File: src/rtl/jtag_host_shifter_if.sv
// Request/response bundle between a host and jtag_host_shifter.
// rsp_err exists only when JTAG_HOST_IR_CHECK_EN is defined.
interface jtag_host_shifter_if;
  logic        req_valid;
  logic        req_ready;
  logic        req_is_ir;
  logic [4:0]  req_len;
  logic [31:0] req_data;
  logic        rsp_valid;
  logic [31:0] rsp_data;
`ifdef JTAG_HOST_IR_CHECK_EN
  logic        rsp_err;
`endif

  modport master (
    output req_valid, req_is_ir, req_len, req_data,
    input  req_ready, rsp_valid, rsp_data
`ifdef JTAG_HOST_IR_CHECK_EN
    , input rsp_err
`endif
  );

  modport slave (
    input  req_valid, req_is_ir, req_len, req_data,
    output req_ready, rsp_valid, rsp_data
`ifdef JTAG_HOST_IR_CHECK_EN
    , output rsp_err
`endif
  );
endinterface

File: src/rtl/jtag_host_shifter.sv
// JTAG host: issues a TAP reset sequence, then performs IR/DR scans of 1..32 bits.
// Optional IR capture check (rsp_err) enabled by defining JTAG_HOST_IR_CHECK_EN.
module jtag_host_shifter #(
  parameter int unsigned TCK_HALF = 2
) (
  input  logic              clk,
  input  logic              rst_n,
  jtag_host_shifter_if.slave bus,
  output logic              tck,
  output logic              tms,
  output logic              tdi,
  input  logic              tdo
);

  typedef enum logic [2:0] {
    RESET_SEQ, IDLE, SEL_DR, SEL_IR, CAPTURE, SHIFT, EXIT1, UPDATE
  } tap_state_t;

  localparam logic [3:0] HALF_MAX = 4'(TCK_HALF - 1);

  tap_state_t  state, state_nxt;
  logic [3:0]  half_cnt;
  logic [2:0]  rcnt;
  logic [4:0]  bit_cnt;
  logic [4:0]  len_m1;
  logic [31:0] data_q;
  logic [31:0] rsp_data_q;
  logic        is_ir_q;
  logic        running;
  logic        scan;
  logic        ready_q;
  logic        rsp_valid_q;
  logic        accept, rise, fall;
  logic        tms_nxt, tdi_nxt;

  assign accept = bus.req_valid && ready_q;
  assign rise   = running && !tck && (half_cnt == HALF_MAX);
  assign fall   = running &&  tck && (half_cnt == HALF_MAX);

  assign bus.req_ready = ready_q;
  assign bus.rsp_valid = rsp_valid_q;
  assign bus.rsp_data  = rsp_data_q;

  // Tracked TAP state follows tms on each rising tck; next tms/tdi derive from the new state.
  always_comb begin
    state_nxt = state;
    tms_nxt   = 1'b0;
    tdi_nxt   = 1'b0;
    if (rise) begin
      case (state)
        RESET_SEQ: state_nxt = (rcnt == 3'd5) ? IDLE : RESET_SEQ;
        IDLE:      state_nxt = tms ? SEL_DR : IDLE;
        SEL_DR:    state_nxt = tms ? SEL_IR : CAPTURE;
        SEL_IR:    state_nxt = CAPTURE;
        CAPTURE:   state_nxt = SHIFT;
        SHIFT:     state_nxt = tms ? EXIT1 : SHIFT;
        EXIT1:     state_nxt = UPDATE;
        UPDATE:    state_nxt = IDLE;
        default:   state_nxt = RESET_SEQ;
      endcase
    end
    case (state)
      RESET_SEQ: tms_nxt = (rcnt < 3'd5);
      SEL_DR:    tms_nxt = is_ir_q;
      SHIFT:     tms_nxt = (bit_cnt == len_m1);
      EXIT1:     tms_nxt = 1'b1;
      default:   tms_nxt = 1'b0;
    endcase
    if (state == SHIFT) tdi_nxt = data_q[bit_cnt];
  end

  always_ff @(posedge clk or negedge rst_n) begin
    if (!rst_n) state <= RESET_SEQ;
    else        state <= state_nxt;
  end

  always_ff @(posedge clk or negedge rst_n) begin
    if (!rst_n) begin
      tck         <= 1'b0;
      tms         <= 1'b1;
      tdi         <= 1'b0;
      half_cnt    <= '0;
      rcnt        <= '0;
      bit_cnt     <= '0;
      len_m1      <= '0;
      data_q      <= '0;
      rsp_data_q  <= '0;
      is_ir_q     <= 1'b0;
      running     <= 1'b1;
      scan        <= 1'b0;
      ready_q     <= 1'b0;
      rsp_valid_q <= 1'b0;
`ifdef JTAG_HOST_IR_CHECK_EN
      bus.rsp_err <= 1'b0;
`endif
    end else begin
      rsp_valid_q <= 1'b0;
      if (accept) begin
        is_ir_q    <= bus.req_is_ir;
        len_m1     <= bus.req_len - 5'd1;
        data_q     <= bus.req_data;
        rsp_data_q <= '0;
        bit_cnt    <= '0;
        half_cnt   <= '0;
        tms        <= 1'b1;
        tdi        <= 1'b0;
        scan       <= 1'b1;
        running    <= 1'b1;
        ready_q    <= 1'b0;
      end else if (rsp_valid_q) begin
        ready_q <= 1'b1;
      end else if (running) begin
        if (half_cnt == HALF_MAX) begin
          half_cnt <= '0;
          tck      <= ~tck;
          if (!tck) begin
            if (state == RESET_SEQ) rcnt <= rcnt + 3'd1;
            if (state == SHIFT) begin
              rsp_data_q[bit_cnt] <= tdo;
              bit_cnt             <= bit_cnt + 5'd1;
            end
          end else if (state == IDLE) begin
            // Back in Run-Test/Idle after the final TCK: stop and report.
            running <= 1'b0;
            scan    <= 1'b0;
            tms     <= 1'b0;
            tdi     <= 1'b0;
            if (scan) begin
              rsp_valid_q <= 1'b1;
`ifdef JTAG_HOST_IR_CHECK_EN
              bus.rsp_err <= is_ir_q && (rsp_data_q[1:0] != 2'b01);
`endif
            end else begin
              ready_q <= 1'b1;
            end
          end else begin
            tms <= tms_nxt;
            tdi <= tdi_nxt;
          end
        end else begin
          half_cnt <= half_cnt + 4'd1;
        end
      end
    end
  end

endmodule

File: src/flat_wrapper.sv
// flat-port wrapper written by rule: the top's interface ports become plain ports
module jtag_host_shifter_flat 
#(
  parameter int unsigned TCK_HALF = 2
)
  (clk, rst_n, tck, tms, tdi, tdo, bus_req_valid, bus_req_is_ir, bus_req_len, bus_req_data, bus_req_ready, bus_rsp_valid, bus_rsp_data);
  jtag_host_shifter_if bus_i ();
  input  logic clk;
  input  logic rst_n;
  output logic tck;
  output logic tms;
  output logic tdi;
  input  logic tdo;
  input wire logic [$bits(bus_i.req_valid)-1:0] bus_req_valid;
  input wire logic [$bits(bus_i.req_is_ir)-1:0] bus_req_is_ir;
  input wire logic [$bits(bus_i.req_len)-1:0] bus_req_len;
  input wire logic [$bits(bus_i.req_data)-1:0] bus_req_data;
  output wire logic [$bits(bus_i.req_ready)-1:0] bus_req_ready;
  output wire logic [$bits(bus_i.rsp_valid)-1:0] bus_rsp_valid;
  output wire logic [$bits(bus_i.rsp_data)-1:0] bus_rsp_data;
  assign bus_i.req_valid = bus_req_valid;
  assign bus_i.req_is_ir = bus_req_is_ir;
  assign bus_i.req_len = bus_req_len;
  assign bus_i.req_data = bus_req_data;
  assign bus_req_ready = bus_i.req_ready;
  assign bus_rsp_valid = bus_i.rsp_valid;
  assign bus_rsp_data = bus_i.rsp_data;
  jtag_host_shifter #(.TCK_HALF(TCK_HALF)) u_core (.clk(clk), .rst_n(rst_n), .bus(bus_i), .tck(tck), .tms(tms), .tdi(tdi), .tdo(tdo));
endmodule
File: config.mk
export PLATFORM = sky130hd
export DESIGN_NAME = jtag_host_shifter_flat
export DESIGN_NICKNAME = d
export VERILOG_FILES = /design/src/rtl/jtag_host_shifter_if.sv /design/src/rtl/jtag_host_shifter.sv /design/src/flat_wrapper.sv
export SDC_FILE = /design/constraint.sdc
export NUM_CORES = 1
export LEC_CHECK = 0
export ABC_CLOCK_PERIOD_IN_PS = 2500
export BUFFER_PORTS_ARGS = -buffer_cell sky130_fd_sc_hd__buf_2
export CAP_MARGIN = 40
export CORE_MARGIN = 3
export CORE_UTILIZATION = 30
export DETAILED_ROUTE_END_ITERATION = 8
export PLACE_DENSITY = 0.5
export SLEW_MARGIN = 20
export SYNTH_ARGS = -nofsm -noshare
export SYNTH_HDL_FRONTEND = slang
export SYNTH_SLANG_ARGS = --single-unit
File: constraint.sdc
create_clock -name clk -period 2.5 [get_ports clk]
set_input_delay 0.125 -clock clk [delete_from_list [all_inputs] [get_ports clk]]
set_output_delay 0.125 -clock clk [all_outputs]
set_load 0.02 [all_outputs]
# After elaboration in Yosys (flattened, before gate mapping)
# Cells that the tools add are included.
[totals]
regBits = 92
in_bits = 42
[op_classes]
addsub = 4
order_cmp = 3
n_eq_ne = 13
mux = 66
bitwise_logic = 3
reduce_logical = 22
[op_table]
columns = ["op", "count"]
rows = [
  ["$mux W32", 6],
  ["$mux W1", 42],
  ["$bwmux W32", 1],
  ["$mux W5", 6],
  ["$pmux W3 S8", 1],
  ["$mux W4", 4],
  ["$eq A3 B3 Y1 const B", 5],
  ["$reduce_and A5 Y1", 3],
  ["$reduce_bool A3 Y1", 4],
  ["$reduce_bool A2 Y1", 5],
  ["$reduce_and A4 Y1", 2],
  ["$eq A3 B2 Y1 const B", 2],
  ["$lt A5 B6 Y1 const B", 1],
  ["$reduce_and A6 Y1", 1],
  ["$add A5 B1 Y5 const B", 1],
  ["$bmux W1 S5", 1],
  ["$demux W1 S5", 1],
  ["$eq A5 B5 Y1", 1],
  ["$ge A5 B1 Y1 const B", 1],
  ["$sub A5 B1 Y5 const B", 1],
  ["$add A4 B1 Y4 const B", 1],
  ["$eq A4 B1 Y1 const B", 1],
  ["$logic_and A1 B1 Y1", 4],
  ["$mux W2", 2],
  ["other kinds (11)", 14],
]

# Logic depth before layout (Yosys ltp)
[logic_depth]
ltp_word = 11
depth_mapped = 9
mapped_depth_nobuf = 7

# Least setup slack after synthesis
# OpenSTA, ideal clock, no wires.
[synth_path]
path_type = "register to register"
startpoint = "register u_core.half_cnt[1]"
endpoint = "register u_core.rcnt[2]"
setup_time_ns = 0.123
arrival_time_ns = 1.557
required_ns = 2.377
slack_ns = 0.820
path_stages_with_launch = 9
n_path_buf = 1
period_less_slack_ns = 1.680
cell_sequence = "dfrtp_1 inv_1 ha_1 nor3b_2 buf_4 nand3b_1 nor3_2 nand2_1 xnor2_1"
[synth_via]
elab_chain_cells = 2
[synth_rtl]
columns = ["item", "line", "rtl"]
rows = [
  ["from (decl)", "jtag_host_shifter.sv:22", "logic [3:0] half_cnt;"],
  ["from (signal assigned)", "jtag_host_shifter.sv:141", "half_cnt <= half_cnt + 4'd1;"],
  ["$eq A4 B1 Y1", "jtag_host_shifter.sv:113", "if (half_cnt == HALF_MAX) begin"],
  ["$reduce_and A6 Y1 (no line)", "-", ""],
  ["to (signal assigned)", "jtag_host_shifter.sv:117", "if (state == RESET_SEQ) rcnt <= rcnt + 3'd1;"],
  ["to (decl)", "jtag_host_shifter.sv:23", "logic [2:0] rcnt;"],
]
# Every way passes these cells.
# A chain may end at the register's enable or synchronous reset.

# Worst setup path after layout
[layout_path]
startpoint = "register u_core.running"
endpoint = "register u_core.rsp_data_q[30], in the netlist u_core.bus.rsp_data[30]"
[layout_via]
elab_chain_cells = 2
[layout_rtl]
columns = ["item", "line", "rtl"]
rows = [
  ["from (decl)", "jtag_host_shifter.sv:29", "logic running;"],
  ["from (signal assigned)", "jtag_host_shifter.sv:89", "running <= 1'b1;"],
  ["from (signal assigned)", "jtag_host_shifter.sv:108", "running <= 1'b1;"],
  ["from (signal assigned)", "jtag_host_shifter.sv:124", "running <= 1'b0;"],
  ["$reduce_bool A2 Y1 (no line)", "-", ""],
  ["$reduce_and A5 Y1 (no line)", "-", ""],
  ["to (signal, indexed assignment)", "jtag_host_shifter.sv:119", "rsp_data_q[bit_cnt] <= tdo;"],
  ["to (decl)", "jtag_host_shifter.sv:27", "logic [31:0] rsp_data_q;"],
]
# Every way passes these cells.

==> out/metrics.yaml <==
yosys:
  synth.avg_cell_area_um2: 8.90
  area_share_of_the_largest_cell_type_after_synthesis_pct: 49.9
  synth.lib_cells_used.distinct: 47
  syn-num-nets: 558
  dominantRegCellSynth: "sky130_fd_sc_hd__dfrtp_1"
  yosys.area.top_type: "sky130_fd_sc_hd__dfrtp_1"
  synthesis.yosys.warnings: 0
  synthTopCellsByArea: "sky130_fd_sc_hd__dfrtp_1, sky130_fd_sc_hd__nand2_1, sky130_fd_sc_hd__o21ai_0"
  synth-edff-count: 0
  ys_seq_area_share_pct: 51.1
  ys_ff_latch: 92
  async_flop_share_pct: 100
  synth_area_mm2: 0.00451
  synthesis.instances: 507
final_layout:
  layout-drive-gt1-share_pct: 18.8
  net_total_in_the_final_layout: 657
  layout.core_utilization_pct: 38.6
  antenna_cells_inserted: 0
  instances_no_fill: 795
  flow.area_growth_from_synthesis_pct: 25.4
floorplanning:
  rows: 44
  initial_core_util_pct: 30.8
  chipHeight_um: 129
  core_mm2: 0.0146
  io_pins: 79
  design.die.area_mm2: 0.0165
  die_width_um: 129
routing:
  drt-total-wl_um: 12100
  wl_met1_um: 5510
  top_layer: "met4"
  via_per_inst: 4.86
  via_count: 3866
  detail_route.wl_per_cell_um: 15.2
  final_antenna_net_count: 0
  residual_drc_count: 0
  routed_wire_length_on_met2_um: 5860
  drt_iter0_drc: 303
  first_pass_iters: 5
  met3_wirelength_um: 542
sta:
  rsz0062_at_grt: "false"
  timing.setup.tns_ns: 0
  timing.final.crit_period_ns: 2.08
  setup_viol_count_final: 0
  worst_clock_skew_ns: 0.00729
  maxSlewHeadroom_pct: 53.1
  number_of_slew_limit_violations_in_the_final_report: 0
  final_hold_viol_count: 0
  final_min_period_over_clock_period_pct: 83.3
  fmax_mhz: 480
  postLayoutSetupSlackWorst_ns: 0.418
  max_slew.worst_pin.slew_ns: 0.702
clocking:
  total_cts_buffers: 9
  clock-root-buffer: "sky130_fd_sc_hd__clkbuf_16"
  cts-resized-gates: 0
  h-tree-depth: 3
  clock_tree.buffer_depth: 2
  cts_tree: "built"
  cts.clk_slew.worst_paths_ns: 0.06
  clk_latency_ns: 0.34
  post_cts_hold_buffer_count: 33
  post_cts_buffers: 0
  clock_sinks: 92
critical_path:
  cp_data_required_time_ns: 2.70
  worst_reg_to_reg_setup_slack_ns: 0.42
  cp_top_family: "simple AND/OR/NAND/NOR gates"
  crit_slowest_cell: "sky130_fd_sc_hd__dfstp_2"
  critPathBufInv: 0
  worst-endpoint-arrival_ns: 2.29
  critical_path.max_stage_delay_ns: 0.56
  worst_setup_path_end_kind: "flip-flop"
  worst_path_cell_chain: "nor2b_1, nand4_2, o21ai_0, a21oi_1"
  timing_worst_setup_path_type: "flip-flop to flip-flop"
  critical_path_peak_fanout: 16
  start_kind: "flip-flop"
pwr:
  areal_power_density_over_the_cells_mw_per_mm2: 944
  total_power_mw: 5.34
  power.ir.vdd_worst_mv: 0.400
  leakage_nw: 2.71
hold_path:
  timing.hold.worst.class: "input port to flip-flop"
global_route:
  grt_first_pass_wirelength_um: 19500
  antenna_found_initial: 0
  grt_start_max_net_pins: 54
  global_route.overflow_total: 0
  first_global_vias: 3718
  groute.usage.overall_pct: 14.9
placement:
  place_worst_setup_slack_ns: 0.448
  weighted_congestion_at_the_end_of_routability_driven_global_placement: 0.775
  port_buffers: 78
  dp_hpwl_um: 8330
  post-place-cells: 746
status:
  status: "completed"
run:
  cap_violations: 0
[kinds of logic (layout without fill, tap and decap cells)]
kind of cell	count (synthesis)	count (layout)	synth area share (%)
xor+xnor	15	15	2.91
flops	92	92	51.1
simple gates	237	237	23.3
mux	16	16	4.11
buf+inv	43	147	4.85
compound gates	95	95	11.3
fa+ha+maj	9	9	2.50
[area by class of cell]
type                       count  area (um^2)
clock buffer                  14          254
clock inverter                 2         10.0
fill                        1503         8990
inverter                       8         30.0
multi-input combinational    372         1990
sequential                    92         2300
tap                          184          230
timing repair buffer         123          838
[layout by cell type, fill, tap and decap left out, types with 4 or more instances in the layout]
cell type,Yosys,final
sky130_fd_sc_hd__dfrtp_1,90,90
sky130_fd_sc_hd__nor3_1,5,5
sky130_fd_sc_hd__dlygate4sd3_1,0,33
sky130_fd_sc_hd__mux2i_1,14,14
sky130_fd_sc_hd__nand3b_1,4,4
sky130_fd_sc_hd__clkbuf_1,15,4
sky130_fd_sc_hd__nand2_1,145,145
sky130_fd_sc_hd__ha_1,9,9
sky130_fd_sc_hd__buf_2,7,77
sky130_fd_sc_hd__nor2_1,48,48
sky130_fd_sc_hd__buf_4,5,11
sky130_fd_sc_hd__clkbuf_16,0,9
sky130_fd_sc_hd__xor2_1,8,8
sky130_fd_sc_hd__o21ai_0,43,43
sky130_fd_sc_hd__nand4_1,5,5
sky130_fd_sc_hd__inv_1,8,8
sky130_fd_sc_hd__o22ai_1,5,5
sky130_fd_sc_hd__xnor2_1,7,7
sky130_fd_sc_hd__a21oi_1,37,37
[through the flow]
step / hold slack, ns / cell area, um^2
after floorplan: -0.171 / 4510
after global placement: 0.224 / 5060
after detailed placement: 0.230 / 5060
after CTS: 0.00144 / 5660
after global routing: 0.0152 / 5660
final: 0.00947 / 5660
[registers in the layout, indices dropped and copies added (netlist names)]
signal                cells
u_core.bus.rsp_data      32
u_core.tck                1
u_core.bit_cnt            5
u_core.rcnt               3
u_core.tms                1
u_core.bus.rsp_valid      1
u_core.bus.req_ready      1
u_core.data_q            32
u_core.is_ir_q            1
u_core.state              3
u_core.tdi                1
u_core.len_m1             5
u_core.half_cnt           4
u_core.running            1
u_core.scan               1
[final timing paths]
kind | from | endpoint | cells after the start
max in group asynchronous | rst_n | u_core.running | 3
min | bus_req_data[15] | u_core.data_q[15] | 3
min in group asynchronous | rst_n | u_core.bus.rsp_data[4] | 2
max reg2reg | u_core.running | u_core.bus.rsp_data[30] | 4
min reg2reg | u_core.data_q[28] | u_core.data_q[28] | 2
max | u_core.running | u_core.bus.rsp_data[30] | 4
[layer usage]
metal  track usage [%]  up-vias
li1                  -     1891
met3              3.74       17
met1              20.2     1847
met5                 0        -
met4              4.20        0
met2              24.0      111
[synthesized netlist by cell type (all sizes together) (4+ instances only)]
library cell,number
xnor2,7
ha,9
nor3,6
xor2,8
nand4,6
o21ai,43
dfrtp,90
or3b,4
mux2i,14
nand2,145
clkbuf,15
a21oi,37
nor2,48
o22ai,5
inv,8
nand3b,5
buf,20
[worst register-to-register path, stage by stage (launching register included)]
cell                      delay (ns)
sky130_fd_sc_hd__dfstp_2        0.56
sky130_fd_sc_hd__nor2b_1        0.48
sky130_fd_sc_hd__nand4_2        0.51
sky130_fd_sc_hd__o21ai_0        0.31
sky130_fd_sc_hd__a21oi_1        0.09
[where the power goes]
group | switching [mW] | internal, mW | leakage [nW] | total [mW]
clock network | 0.545 | 0.700 | 0.131 | 1.24
registers | 0.380 | 2.00 | 1.19 | 2.38
logic | 1.00 | 0.711 | 1.39 | 1.71
total | 1.93 | 3.41 | 2.71 | 5.34
No activity file was read; power rests on OpenSTA's default activity.
